**src/rtl/usart_tx_ctrl.sv**
```systemverilog
// USART transmit sequencer.
// Pops characters from the TX FIFO and serialises each one onto txd as an
// asynchronous frame: start bit, 5..9 data bits LSB first, optional parity,
// then 1..2 stop bits. One bit is emitted per baud_tick.
module usart_tx_ctrl #(
   parameter int DATA_W = 9
) (
   input  logic              cp2,
   input  logic              ireset,
   input  logic              baud_tick,
   input  logic              txen,
   input  logic [2:0]        chsz,
   input  logic [1:0]        upm,
   input  logic              usbs,
   input  logic [DATA_W-1:0] fifo_dout,
   input  logic              fifo_empty,
   output logic              fifo_re,
   output logic              txd,
   output logic              tx_busy,
   output logic              txc
);

   typedef enum logic [2:0] {
      S_IDLE, S_START, S_DATA, S_PARITY, S_STOP1, S_STOP2
   } state_t;

   state_t            state_q;
   logic              txd_q;
   logic              pend_q;
   logic              txc_q;
   logic              par_q;
   logic [DATA_W-1:0] shreg_q;
   logic [3:0]        cnt_q;
   // Config shadows, packed as {chsz[2:0], upm[1:0], usbs}.
   // cfgp_q is captured with the popped character; cfga_q belongs to the
   // frame on the wire, so a prefetch during the stop bits cannot disturb
   // the stop-bit count of the frame still finishing.
   logic [5:0]        cfgp_q;
   logic [5:0]        cfga_q;
   logic              pop;
   logic [3:0]        nbits;

   // Data bits for the active frame; reserved encodings fall back to 8.
   always_comb begin
      case (cfga_q[5:3])
         3'b000:  nbits = 4'd5;
         3'b001:  nbits = 4'd6;
         3'b010:  nbits = 4'd7;
         3'b111:  nbits = 4'd9;
         default: nbits = 4'd8;
      endcase
   end

   // Pop only when nothing is waiting and the line is idle or in stop bits.
   assign pop = !ireset & txen & !fifo_empty & !pend_q &
                ((state_q == S_IDLE) | (state_q == S_STOP1) | (state_q == S_STOP2));

   assign fifo_re = pop;
   assign txd     = txd_q;
   assign txc     = txc_q;
   assign tx_busy = (state_q != S_IDLE) | pend_q;

   // Frame sequencer: FIFO load, bit shifting, parity and stop-bit handling.
   always_ff @(posedge cp2 or posedge ireset) begin
      if (ireset) begin
         state_q <= S_IDLE;
         txd_q   <= 1'b1;
         pend_q  <= 1'b0;
         txc_q   <= 1'b0;
         par_q   <= 1'b0;
         shreg_q <= '0;
         cnt_q   <= 4'd0;
         cfgp_q  <= 6'd0;
         cfga_q  <= 6'd0;
      end else begin
         txc_q <= 1'b0;
         if (pop) begin
            shreg_q <= fifo_dout;
            cfgp_q  <= {chsz, upm, usbs};
            pend_q  <= 1'b1;
         end
         if (baud_tick) begin
            case (state_q)
               S_IDLE: begin
                  if (pend_q) begin
                     state_q <= S_START;
                     txd_q   <= 1'b0;
                     pend_q  <= 1'b0;
                     cnt_q   <= 4'd0;
                     par_q   <= cfgp_q[1];
                     cfga_q  <= cfgp_q;
                  end
               end
               S_START: begin
                  state_q <= S_DATA;
                  txd_q   <= shreg_q[0];
                  par_q   <= par_q ^ shreg_q[0];
                  shreg_q <= shreg_q >> 1;
                  cnt_q   <= 4'd1;
               end
               S_DATA: begin
                  if (cnt_q == nbits) begin
                     if (cfga_q[2]) begin
                        state_q <= S_PARITY;
                        txd_q   <= par_q;
                     end else begin
                        state_q <= S_STOP1;
                        txd_q   <= 1'b1;
                     end
                  end else begin
                     txd_q   <= shreg_q[0];
                     par_q   <= par_q ^ shreg_q[0];
                     shreg_q <= shreg_q >> 1;
                     cnt_q   <= cnt_q + 4'd1;
                  end
               end
               S_PARITY: begin
                  state_q <= S_STOP1;
                  txd_q   <= 1'b1;
               end
               S_STOP1, S_STOP2: begin
                  if ((state_q == S_STOP1) && cfga_q[0]) begin
                     state_q <= S_STOP2;
                  end else if (pend_q) begin
                     // Back-to-back: next start bit follows the stop bit directly.
                     state_q <= S_START;
                     txd_q   <= 1'b0;
                     pend_q  <= 1'b0;
                     cnt_q   <= 4'd0;
                     par_q   <= cfgp_q[1];
                     cfga_q  <= cfgp_q;
                  end else begin
                     state_q <= S_IDLE;
                     txd_q   <= 1'b1;
                     txc_q   <= 1'b1;
                  end
               end
               default: begin
                  state_q <= S_IDLE;
                  txd_q   <= 1'b1;
               end
            endcase
         end
      end
   end

endmodule
```
**config.mk**
```make
export PLATFORM = sky130hd
export DESIGN_NAME = usart_tx_ctrl
export DESIGN_NICKNAME = d
export VERILOG_FILES = /design/src/rtl/usart_tx_ctrl.sv
export SDC_FILE = /design/constraint.sdc
export NUM_CORES = 1
export LEC_CHECK = 0
export CAP_MARGIN = 0
export CORE_MARGIN = 1
export CORE_UTILIZATION = 35
export CTS_BUF_LIST = sky130_fd_sc_hd__clkbuf_16
export CTS_CLUSTER_DIAMETER = 100
export DETAILED_ROUTE_END_ITERATION = 8
export PLACE_DENSITY_LB_ADDON = 0.25
export SYNTH_ARGS = -nofsm -noshare
export SYNTH_HDL_FRONTEND = slang
export SYNTH_SLANG_ARGS = --single-unit
```
**constraint.sdc**
```tcl
create_clock -name cp2 -period 2.2 [get_ports cp2]
set_clock_uncertainty 0.2 [all_clocks]
set_input_delay 0.44 -clock cp2 [delete_from_list [all_inputs] [get_ports cp2]]
set_output_delay 0.44 -clock cp2 [all_outputs]
set_load 0.02 [all_outputs]
```
; ---- After elaboration in Yosys (flattened, before gate mapping)
; Index checks and enable logic that the tools add are counted.
[word_totals]
inputBits = 20
output_inout_bits = 4
word_cells = 81
register_bits = 32
[classes]
eq_ne = 13
n_reduce_logical = 14
mux = 36
bitwise = 8
add_sub_neg = 1
[op_table]
columns = cell, count
row1 = $pmux W4 S4, 2
row2 = $mux W9, 3
row3 = $pmux W9 S2, 1
row4 = $mux W1, 16
row5 = $pmux W3 S5, 1
row6 = $mux W3, 4
row7 = $mux W4, 3
row8 = $mux W6, 2
row9 = $pmux W6 S2, 1
row10 = $eq A3 B2 Y1 const B, 3
row11 = $eq A3 B3 Y1 const B, 3
row12 = $reduce_and A3 Y1, 3
row13 = $ne A2 B2 Y1 const B, 4
row14 = $pmux W1 S4, 2
row15 = $eq A3 B1 Y1 const B, 2
row16 = $logic_not A3 Y1, 2
row17 = $add A4 B1 Y4 const B, 1
row18 = $and A1 B1 Y1, 4
row19 = $eq A4 B4 Y1, 1
row20 = $reduce_and A4 Y1, 1
row21 = $reduce_bool A4 Y1, 1
row22 = $logic_not A1 Y1, 3
row23 = $or A1 B1 Y1, 3
row24 = $reduce_bool A3 Y1, 1
row25 = other kinds (5), 5

; ---- Depth between registers and ports, before layout
; Gate-level depths: netlist of run 1.
[depth]
ltp_word = 10
ltp_mapped = 7
ltp_nobuf = 5

; ---- Worst setup path before layout of run 1
; OpenSTA, ideal clock, no wires.
[synth_timing]
path_type = register -> register
from = reg cnt_q[0]
to = reg shreg_q[0]
t_arrival_ns = 1.937
setup_time_ns = 0.125
required_time_ns = 1.875
slack_ns = -0.062
path_buffers = 0
path_stages_with_launch = 6
cell_sequence = dfrtp_1 -> and4bb_2 -> o311ai_4 -> a31oi_2 -> nor4_4 -> mux2_2
[synth_via]
elab_chain_cells = 4
[synth_lines]
columns = item, line
row1 = start: declaration, 33  ; logic [3:0] cnt_q;
row2 = start signal: assignment, 114  ; cnt_q <= cnt_q + 4'd1;
row3 = $eq A4 B4 Y1, 102  ; if (cnt_q == nbits) begin
row4 = $mux W9, 102
row5 = $pmux W9 S2, 83  ; case (state_q)
row6 = $mux W9, 82  ; if (baud_tick) begin
row7 = end signal: assignment, 78  ; shreg_q <= fifo_dout;
row8 = end signal: assignment, 98  ; shreg_q <= shreg_q >> 1;
row9 = end signal: assignment, 113  ; shreg_q <= shreg_q >> 1;
row10 = end: declaration, 32  ; logic [DATA_W-1:0] shreg_q;
; No other way between the ends.
; A chain may end at the register's enable or synchronous reset.

; ---- Final worst setup path of run 1
[layout_timing]
from = reg cnt_q[1]
to = reg shreg_q[1]
; Same word-level chain as after synthesis.

==> impl_metrics.ini, run 1 <==
[logic_synthesis]
synth_edf_count = 0
synth_area_sq_um = 1760
synth_top_area_share_pct = 42.6
synth.net_count = 202
ys_ff_latch = 31
synth_cell_types = 46
ys.flop_type = dfrtp_1
synth_area_leaders = dfrtp_1, mux2_2, nand2_1
seq_area_frac_synth_pct = 44.1
syn_inst = 181
ys_warn_count = 0
avgSynthCellArea_sq_um = 9.73
synth_async_sr_flop_share_pct = 100
yosys.area.top_type = dfrtp_1

[detailed_routing]
drt_iter0_markers = 81
num_vias = 1469
via_per_inst = 4.98
dr.pass1.iters = 5
finalWirelength_um = 3710
wl_per_cell_um = 12.6
drc = 0
detail-route-antenna-nets = 0

[power]
peakVddDrop_uv = 720
p_leak_nw = 1.08
power_density_nw_per_um2 = 1420
seqPwrFrac_pct = 29.7
switching_share_pct = 33.9
switching_power_w = 0.00117
pwr-share-comb_pct = 44.8
intPower_w = 0.00228
power_frac_clock_pct = 25.6

[die]
die_h_um = 72.9
die_w_um = 72.9
io_pins = 24
die-area_sq_um = 5320
start_util_pct = 36.8
rows = 25
design.core.area_sq_um = 4790

[global_route]
antenna_found_initial = 0
overflow = 0
grt_pass1_wl_um = 6360
grt_pass1_vias = 1302
grt_max_degree = 32
track_usage_pct = 15.8

[clock_tree]
postCtsHoldBufs = 0
clock_sinks = 31
cts_tree = yes
clockBufferDepth = 2
insertion_delay_ns = 0.27
cts.htree.levels = 2
clk_pin_slew_ns = 0.05
cts_root_buf = clkbuf_16
cts_inserted_buffers = 5

[timing]
post-route-min-period_ns = 2.25
timing.slew.headroom_pct = 69.3
setup_slack_ns = -0.0454
period_share_pct = 102
max_freq_mhz = 445
drv_slew = 0
hold_ws_ns = 0.270
rsz0062_at_grt = true
setup_tns_ns = -0.287
timing_hold_violations_final = 0
tightest_slew_ns = 0.460
setup_viol = 8

[setup_path]
critPathRequiredTime_ns = 2.15
critPathMaxStageDelay_ns = 0.44
crit_start = cnt_q[1]
arrival_ns = 2.20
startpoint_type = flip-flop
cp_max_fo = 9
path_cells = and4bb_2 > o311ai_4 > a31oi_2 > nor4_4 > buf_6 > mux2_2
critical-path-top-delay-family = simple AND/OR/NAND/NOR gates
reg2reg_from = cnt_q[1]
cp-end-kind = flip-flop
cpMaxStageDelayCell = dfrtp_2
worstSetupPathType = reg -> reg
cp_num_buf_inv = 1

[final_layout]
utilization_pct = 50.6
final_layout_size_suffix_gt1_share_pct = 28.5
nNetsFinal = 248
area_growth_pct = 37.4
antenna_cells = 0

[place]
place_hpwl_um = 2690
pre_cts_slack_ns = -0.294
port_buffers = 23
place.gp.congestion = 0.814

[min_path]
min_from = cfgp_q[0]
hp-class = reg -> reg

[run_status]
status = finished with violations
violations = setup timing

[run]
max-cap-violations = 0
[power groups by stage]
stage          Combinational, W  Clock (W)  Sequential, W
6_report                0.00154   0.000880        0.00102
2_1_floorplan           0.00103          0        0.00100
3_3_place_gp            0.00151          0        0.00102
4_1_cts                 0.00154   0.000899        0.00102
5_1_grt                 0.00171   0.000926        0.00106
3_5_place_dp            0.00152          0        0.00103
[sequential cells by signal, summed over array words and instances, names as in the netlist]
signal   count
shreg_q      9
par_q        1
txd          1
cfga_q       5
txc          1
state_q      3
cnt_q        4
pend_q       1
cfgp_q       6
[cell type report]
cell class / count / area, sq um
multi-input cells: 129 / 911
clock inverters: 3 / 63.8
flip-flops and latches: 31 / 779
repair buffers: 47 / 408
clock buffers: 5 / 125
fillers: 453 / 2360
well taps: 67 / 83.8
inverters: 13 / 50.0
[per-layer routing]
metal,global-route usage [%],vias to the layer above,share of wire [%]
met4,5.23,0,0.54
met3,3.73,2,3.9
li1,-,734,-
met1,23.5,700,51
met5,0,-,0
met2,22.5,33,44
[repair_timing]
item	4_1_cts	5_1_grt
endpoints found under the hold margin	0	0
cloned	0	0
setup endpoints to repair	12	18
pin swaps	0	4
buffers inserted	1	0
gates resized for setup	6	4
[cells in the final DEF, fill, tap and decap left out, types with 4 or more instances in the layout]
| cell type | netlist | final |
|---|---|---|
| a21oi_1 | 6 | 5 |
| buf_4 | 0 | 23 |
| clkbuf_16 | 0 | 5 |
| clkdlybuf4s50_1 | 0 | 21 |
| dfrtp_1 | 30 | 28 |
| inv_1 | 12 | 13 |
| mux2_2 | 22 | 22 |
| nand2_1 | 29 | 29 |
| nand2b_1 | 9 | 9 |
| nand3_1 | 7 | 7 |
| nor2_1 | 9 | 9 |
| o211ai_1 | 4 | 4 |
| o21ai_0 | 4 | 4 |
[cells by family after synthesis]
group / synth area share (%)
multiplexers: 14.1
buffers and inverters: 4.62
AND/OR/NAND/NOR: 22.3
XOR/XNOR: 0.497
flip-flops: 44.1
adder cells (fa/ha/maj): 0.710
AO/OA/AOI/OAI: 13.7
[worst reg2reg max path: cells and delay by family, from the launching register on]
kind / cells / cell delay [ns]
simple gates: 2 / 0.49
compound gates: 2 / 0.47
flops: 1 / 0.44
mux: 1 / 0.35
buf+inv: 1 / 0.18
[cell usage after synthesis, types with 2 or more instances]
cell type   n
o21ai_0     4
nand2b_1    9
nor2b_1     2
buf_2       2
o211ai_1    4
clkbuf_1    6
o22ai_1     2
nor3_1      2
mux2_2     22
nand3_1     7
inv_1      12
nand2_1    29
or3_1       2
a21oi_1     6
or4_1       2
nand4_1     2
nor2_1      9
dfrtp_1    30
o2111ai_1   2
[final timing paths]
kind                                    to  slack (ns)  cells after the start
worst max-delay path            shreg_q[1]       -0.05                      6
worst min-delay path             cfgp_q[0]        0.27                      2
worst max register to register  shreg_q[1]       -0.05                      6
worst min register to register   cfgp_q[0]        0.27                      2
max in group asynchronous              txd        1.10                      3
min in group asynchronous         cnt_q[2]        0.38                      3
[through the flow]
step | power (W) | instances | instance area, sq um
finish | 0.00344 | 295 | 2420
global placement | 0.00253 | 286 | 2220
global route | 0.00369 | 295 | 2420
detailed placement | 0.00255 | 286 | 2220
CTS | 0.00346 | 295 | 2420
floorplan | 0.00203 | 181 | 1760
Note: power is estimated with default switching activity, not from simulation.
==> run 2: changes to the inputs <==
--- a/config.mk
+++ b/config.mk
@@ -5,8 +5,8 @@
 export SDC_FILE = /design/constraint.sdc
 export NUM_CORES = 1
 export LEC_CHECK = 0
-export CAP_MARGIN = 0
-export CORE_MARGIN = 1
+export CAP_MARGIN = 20
+export CORE_MARGIN = 2
 export CORE_UTILIZATION = 35
 export CTS_BUF_LIST = sky130_fd_sc_hd__clkbuf_16
 export CTS_CLUSTER_DIAMETER = 100
==> run 2 against run 1 <==
First-iteration DRC count is 26% lower. Critical path depth stayed put. Sequential share of layout area is 0.15 points lower. Flip-flop and latch count stayed put. Highest routed layer unchanged. Combinational power is 5% higher. Global-route usage is 0.32 points higher. Largest power group unchanged. The flow still finishes with violations (setup timing). Cell count is 0.68% higher.
==> impl_metrics.ini, run 2 (synthesis results as in run 1) <==
[run_status]
status = finished with violations
violations = setup timing

[final_layout]
utilization_pct = 50.7
ff_latch_area_sq_um = 777
final_layout_size_suffix_gt1_share_pct = 30.0
nNetsFinal = 250
final_cell_mix = dfrtp_1, nand2_1, buf_4
reg.largest.list = shreg_q x9, cfgp_q x6, cfga_q x5
largest_reg_flops = 9
multi_input_area_sq_um = 921
fin_cells = 297
fill_cells = 451
area_growth_pct = 37.6
top_register = shreg_q
final_common_cell = dfrtp_1
antenna_cells = 0

[global_route]
grt_pass1_vias = 1419
grt_pass1_wl_um = 6870
overflow = 0
antenna_found_initial = 0
track_usage_pct = 16.2
grt_max_degree = 32

[timing]
timing_hold_violations_final = 0
drv_slew = 0
max_freq_mhz = 442
post-route-min-period_ns = 2.26
setup_viol = 9
tightest_slew_ns = 0.523
period_share_pct = 103
hold_ws_ns = 0.271
rsz0062_at_grt = true
timing.slew.headroom_pct = 65.1
setup_slack_ns = -0.0630

[die]
start_util_pct = 36.8
design.core.area_sq_um = 4790
io_pins = 24
rows = 25
die-area_sq_um = 5620
die_h_um = 74.9
die_w_um = 74.9

[setup_path]
critPathRequiredTime_ns = 2.15
reg2reg_from = cfga_q[3]
cp-end-kind = flip-flop
worstSetupPathType = reg -> reg
startpoint_type = flip-flop
crit_start = cfga_q[3]
arrival_ns = 2.22
cp_max_fo = 9

[place]
place.gp.congestion = 0.798
place_inst = 287
place_hpwl_um = 2980
port_buffers = 23

[power]
power_density_nw_per_um2 = 1410
p_leak_nw = 1.08
peakVddDrop_uv = 509

[clock_tree]
cts_inserted_buffers = 5
clock_sinks = 31
cts_root_buf = clkbuf_16
clk_pin_slew_ns = 0.05
clockBufferDepth = 2
insertion_delay_ns = 0.27
cts.htree.levels = 2
cts_tree = yes

[min_path]
hp-class = reg -> reg
min_from = cfgp_q[0]

[run]
max-cap-violations = 0

[detailed_routing]
detail-route-antenna-nets = 0
finalWirelength_um = 4080
num_vias = 1473
via_per_inst = 4.96
drc = 0
drt_iter0_markers = 60
wl_per_cell_um = 13.7
dr.pass1.iters = 4
## run 2: final cells by class
cell class                 count  share of cell area [%]
multi-input combinational    129                    38.0
clock buffer                   5                    5.16
clock inverter                 3                    1.81
sequential                    31                    32.0
inverter                      13                    2.06
timing repair buffer          49                    17.5
tap                           67                    3.46
## run 2: report_power, final
part	total (W)	internal (W)	switching (W)
Clock	0.000781	0.000533	0.000248
Combinational	0.00162	0.000824	0.000791
Sequential	0.00101	0.000836	0.000176
Total	0.00341	0.00219	0.00122
## run 2: what timing repair did
action                     in CTS  in global routing
gates cloned                    0                  1
buffers inserted                1                  0
setup endpoints to repair      12                 14
resized for setup               7                  6
hold buffers                    0                  0
pin swaps                       3                  3
## run 2: path summary, 6_finish.rpt
kind	end	slack, ns	depth (start not counted)
max reg2reg	shreg_q[2]	-0.06	6
min reg2reg	cfgp_q[0]	0.27	2
max	shreg_q[2]	-0.06	6
min	cfgp_q[0]	0.27	2
max in group asynchronous	txd	1.09	3
min in group asynchronous	pend_q	0.38	3
## run 2: metal layers
| layer | wire length [um] | vias to the layer above | global-route usage [%] |
|---|---|---|---|
| met3 | 123 | 4 | 3.21 |
| met1 | 2000 | 702 | 22.6 |
| met5 | 0 | - | 0 |
| li1 | - | 739 | - |
| met4 | 24 | 0 | 3.37 |
| met2 | 1930 | 28 | 26.1 |
## run 2: critical path, stage by stage, from the launching register on
cell,delay (ns)
dfrtp_1,0.41
and4bb_2,0.27
o311ai_4,0.33
a31oi_2,0.17
nor4_4,0.25
buf_6,0.18
mux2_2,0.34
## run 2: metrics by stage
stage               power [W]  setup WS (ns)  setup TNS, ns  instance area, sq um
floorplan             0.00203        -0.0621         -0.497                  1760
finish                0.00341        -0.0630         -0.456                  2420
CTS                   0.00341        -0.0861         -0.591                  2410
global route          0.00367         -0.135          -1.19                  2420
global placement      0.00255         -0.319          -1.42                  2220
detailed placement    0.00259         -0.298          -1.67                  2220
==> run 3: changes to the inputs <==
--- a/config.mk
+++ b/config.mk
@@ -6,12 +6,12 @@
 export NUM_CORES = 1
 export LEC_CHECK = 0
 export CAP_MARGIN = 20
-export CORE_MARGIN = 2
+export CORE_MARGIN = 4
 export CORE_UTILIZATION = 35
 export CTS_BUF_LIST = sky130_fd_sc_hd__clkbuf_16
 export CTS_CLUSTER_DIAMETER = 100
 export DETAILED_ROUTE_END_ITERATION = 8
-export PLACE_DENSITY_LB_ADDON = 0.25
+export PLACE_DENSITY_LB_ADDON = 0.3
 export SYNTH_ARGS = -nofsm -noshare
 export SYNTH_HDL_FRONTEND = slang
 export SYNTH_SLANG_ARGS = --single-unit
==> run 3 against run 2 <==
Register-to-register slack better by 0.06 ns. Die area is 11% higher. Combinational power is 4% lower. Core utilization is 0.97 points lower. Power is 6.0% lower. The run still ends with setup timing left. Largest power group unchanged. Highest routed layer unchanged. Sequential power hardly changed. Flip-flop and latch count stayed put.
==> impl_metrics.ini, run 3 (synthesis results as in run 1) <==
[final_layout]
final_cell_mix = dfrtp_1, nand2_1, buf_4
area_growth_pct = 35.0
largest_reg_flops = 9
reg.largest.list = shreg_q x9, cfgp_q x6, cfga_q x5
antenna_cells = 0
nNetsFinal = 249
fin_cells = 296
top_register = shreg_q
final_common_cell = dfrtp_1
final_layout_size_suffix_gt1_share_pct = 27.5

[clock_tree]
insertion_delay_ns = 0.27
cts_root_buf = clkbuf_16
clockBufferDepth = 2
cts_inserted_buffers = 5
cts.htree.levels = 2
clock_sinks = 31
post-cts-setup-buffers = 0
clk_pin_slew_ns = 0.05
cts_tree = yes
postCtsHoldBufs = 0

[setup_path]
path_cells = and4bb_2 > o311ai_4 > a31oi_2 > nor4_4 > buf_6 > mux2_2
critPathRequiredTime_ns = 2.16
arrival_ns = 2.16
worstSetupPathType = reg -> reg
startpoint_type = flip-flop
crit_start = cnt_q[1]
reg2reg_from = cnt_q[1]
critPathMaxStageDelay_ns = 0.43
path_depth = 6
cp_num_buf_inv = 1
critical-path-top-delay-family = simple AND/OR/NAND/NOR gates
timing.rr.end = shreg_q[4]
cp-end-kind = flip-flop
cpMaxStageDelayCell = dfrtp_1
rrSetupSlack_ns = -0.005
reg2regPathDepth = 6
cp_max_fo = 9
endpoint = shreg_q[4]

[run]
max-cap-violations = 0

[detailed_routing]
drt_iter0_markers = 72
dr.pass1.iters = 4
wl_per_cell_um = 12.3
num_vias = 1452
via_per_inst = 4.91
detail-route-antenna-nets = 0
finalWirelength_um = 3630
drc = 0

[timing]
period_share_pct = 100
rsz0062_at_grt = true
tightest_slew_ns = 0.512
setup_tns_ns = -0.0244
post-route-min-period_ns = 2.21
setup_viol = 8
drv_slew = 0
timing.slew.headroom_pct = 65.8
max_freq_mhz = 453
timing_hold_violations_final = 0
setup_slack_ns = -0.00550

[die]
die_w_um = 78.9
start_util_pct = 36.8
rows = 25
design.core.area_sq_um = 4790
die_h_um = 78.9
io_pins = 24
die-area_sq_um = 6230

[global_route]
track_usage_pct = 13.2
grt_pass1_wl_um = 6610
grt_pass1_vias = 1510
grt_max_degree = 32
antenna_found_initial = 0
overflow = 0

[power]
power_density_nw_per_um2 = 1350
peakVddDrop_uv = 593
p_leak_nw = 1.06

[run_status]
status = finished with violations
violations = setup timing

[place]
place_inst = 288
place_hpwl_um = 2730
place.gp.congestion = 0.806
port_buffers = 23

[min_path]
hp-class = reg -> reg
min_from = cfgp_q[0]
-- run 3: cell types whose count changed in the layout (fill, tap and decap cells not counted), moves of 2 or more --
cell,change
or4_4,-2
buf_2,-2
a21oi_1,+2
a21oi_2,-2
or4_1,+2
-- run 3: routing by layer --
layer | global-route usage, % | wire [um] | vias up
met5 | 0 | 0 | -
met4 | 3.95 | 31 | 0
met3 | 2.83 | 157 | 4
met2 | 22.2 | 1730 | 28
met1 | 17.1 | 1710 | 688
li1 | - | - | 732
-- run 3: worst min-delay path, delay by kind of cell (launching register included) --
family	cells	cell delay, ns
simple gates	2	0.11
flops	1	0.33
-- run 3: metrics by stage --
step | area (sq um) | utilization [%] | power [W] | setup slack [ns] | hold slack, ns
after floorplan | 1760 | - | 0.00203 | -0.0621 | 0.242
after global placement | 2230 | 46.6 | 0.00255 | -0.330 | 0.256
after detailed placement | 2230 | 46.6 | 0.00256 | -0.317 | 0.270
after CTS | 2380 | 49.6 | 0.00322 | -0.0160 | 0.282
after global routing | 2380 | 49.7 | 0.00348 | -0.0906 | 0.306
final | 2380 | 49.7 | 0.00321 | -0.00550 | 0.273
-- run 3: area by class of cell --
| class | count | area [sq um] |
|---|---|---|
| clock buffers | 5 | 125 |
| clock inverters | 3 | 16.3 |
| fillers | 453 | 2410 |
| inverters | 13 | 50.0 |
| multi-input cells | 129 | 911 |
| flip-flops and latches | 31 | 777 |
| well taps | 67 | 83.8 |
| repair buffers | 48 | 415 |
-- run 3: report_power, final --
group | internal (W) | switching [W] | leakage (nW)
clock network | 0.000411 | 0.000230 | 0.0710
registers | 0.000836 | 0.000166 | 0.391
logic | 0.000802 | 0.000760 | 0.597
-- run 3: worst min path at each step --
| stage | cells after the start | slack, ns | end |
|---|---|---|---|
| 3_5_place_dp | 2 | 0.27 | cfgp_q[0] |
| 2_1_floorplan | 2 | 0.24 | cfgp_q[0] |
| 6_report | 2 | 0.27 | cfgp_q[0] |
| 4_1_cts | 2 | 0.28 | cfgp_q[0] |
| 3_3_place_gp | 2 | 0.26 | cfgp_q[5] |
| 5_1_grt | 2 | 0.31 | cfgp_q[5] |
-- run 3: repair_timing --
action,4_1_cts,5_1_grt
endpoints found under the hold margin,0,0
setup endpoints to repair,10,14
cloned,0,0
gates resized for setup,4,3
pin swaps,1,0
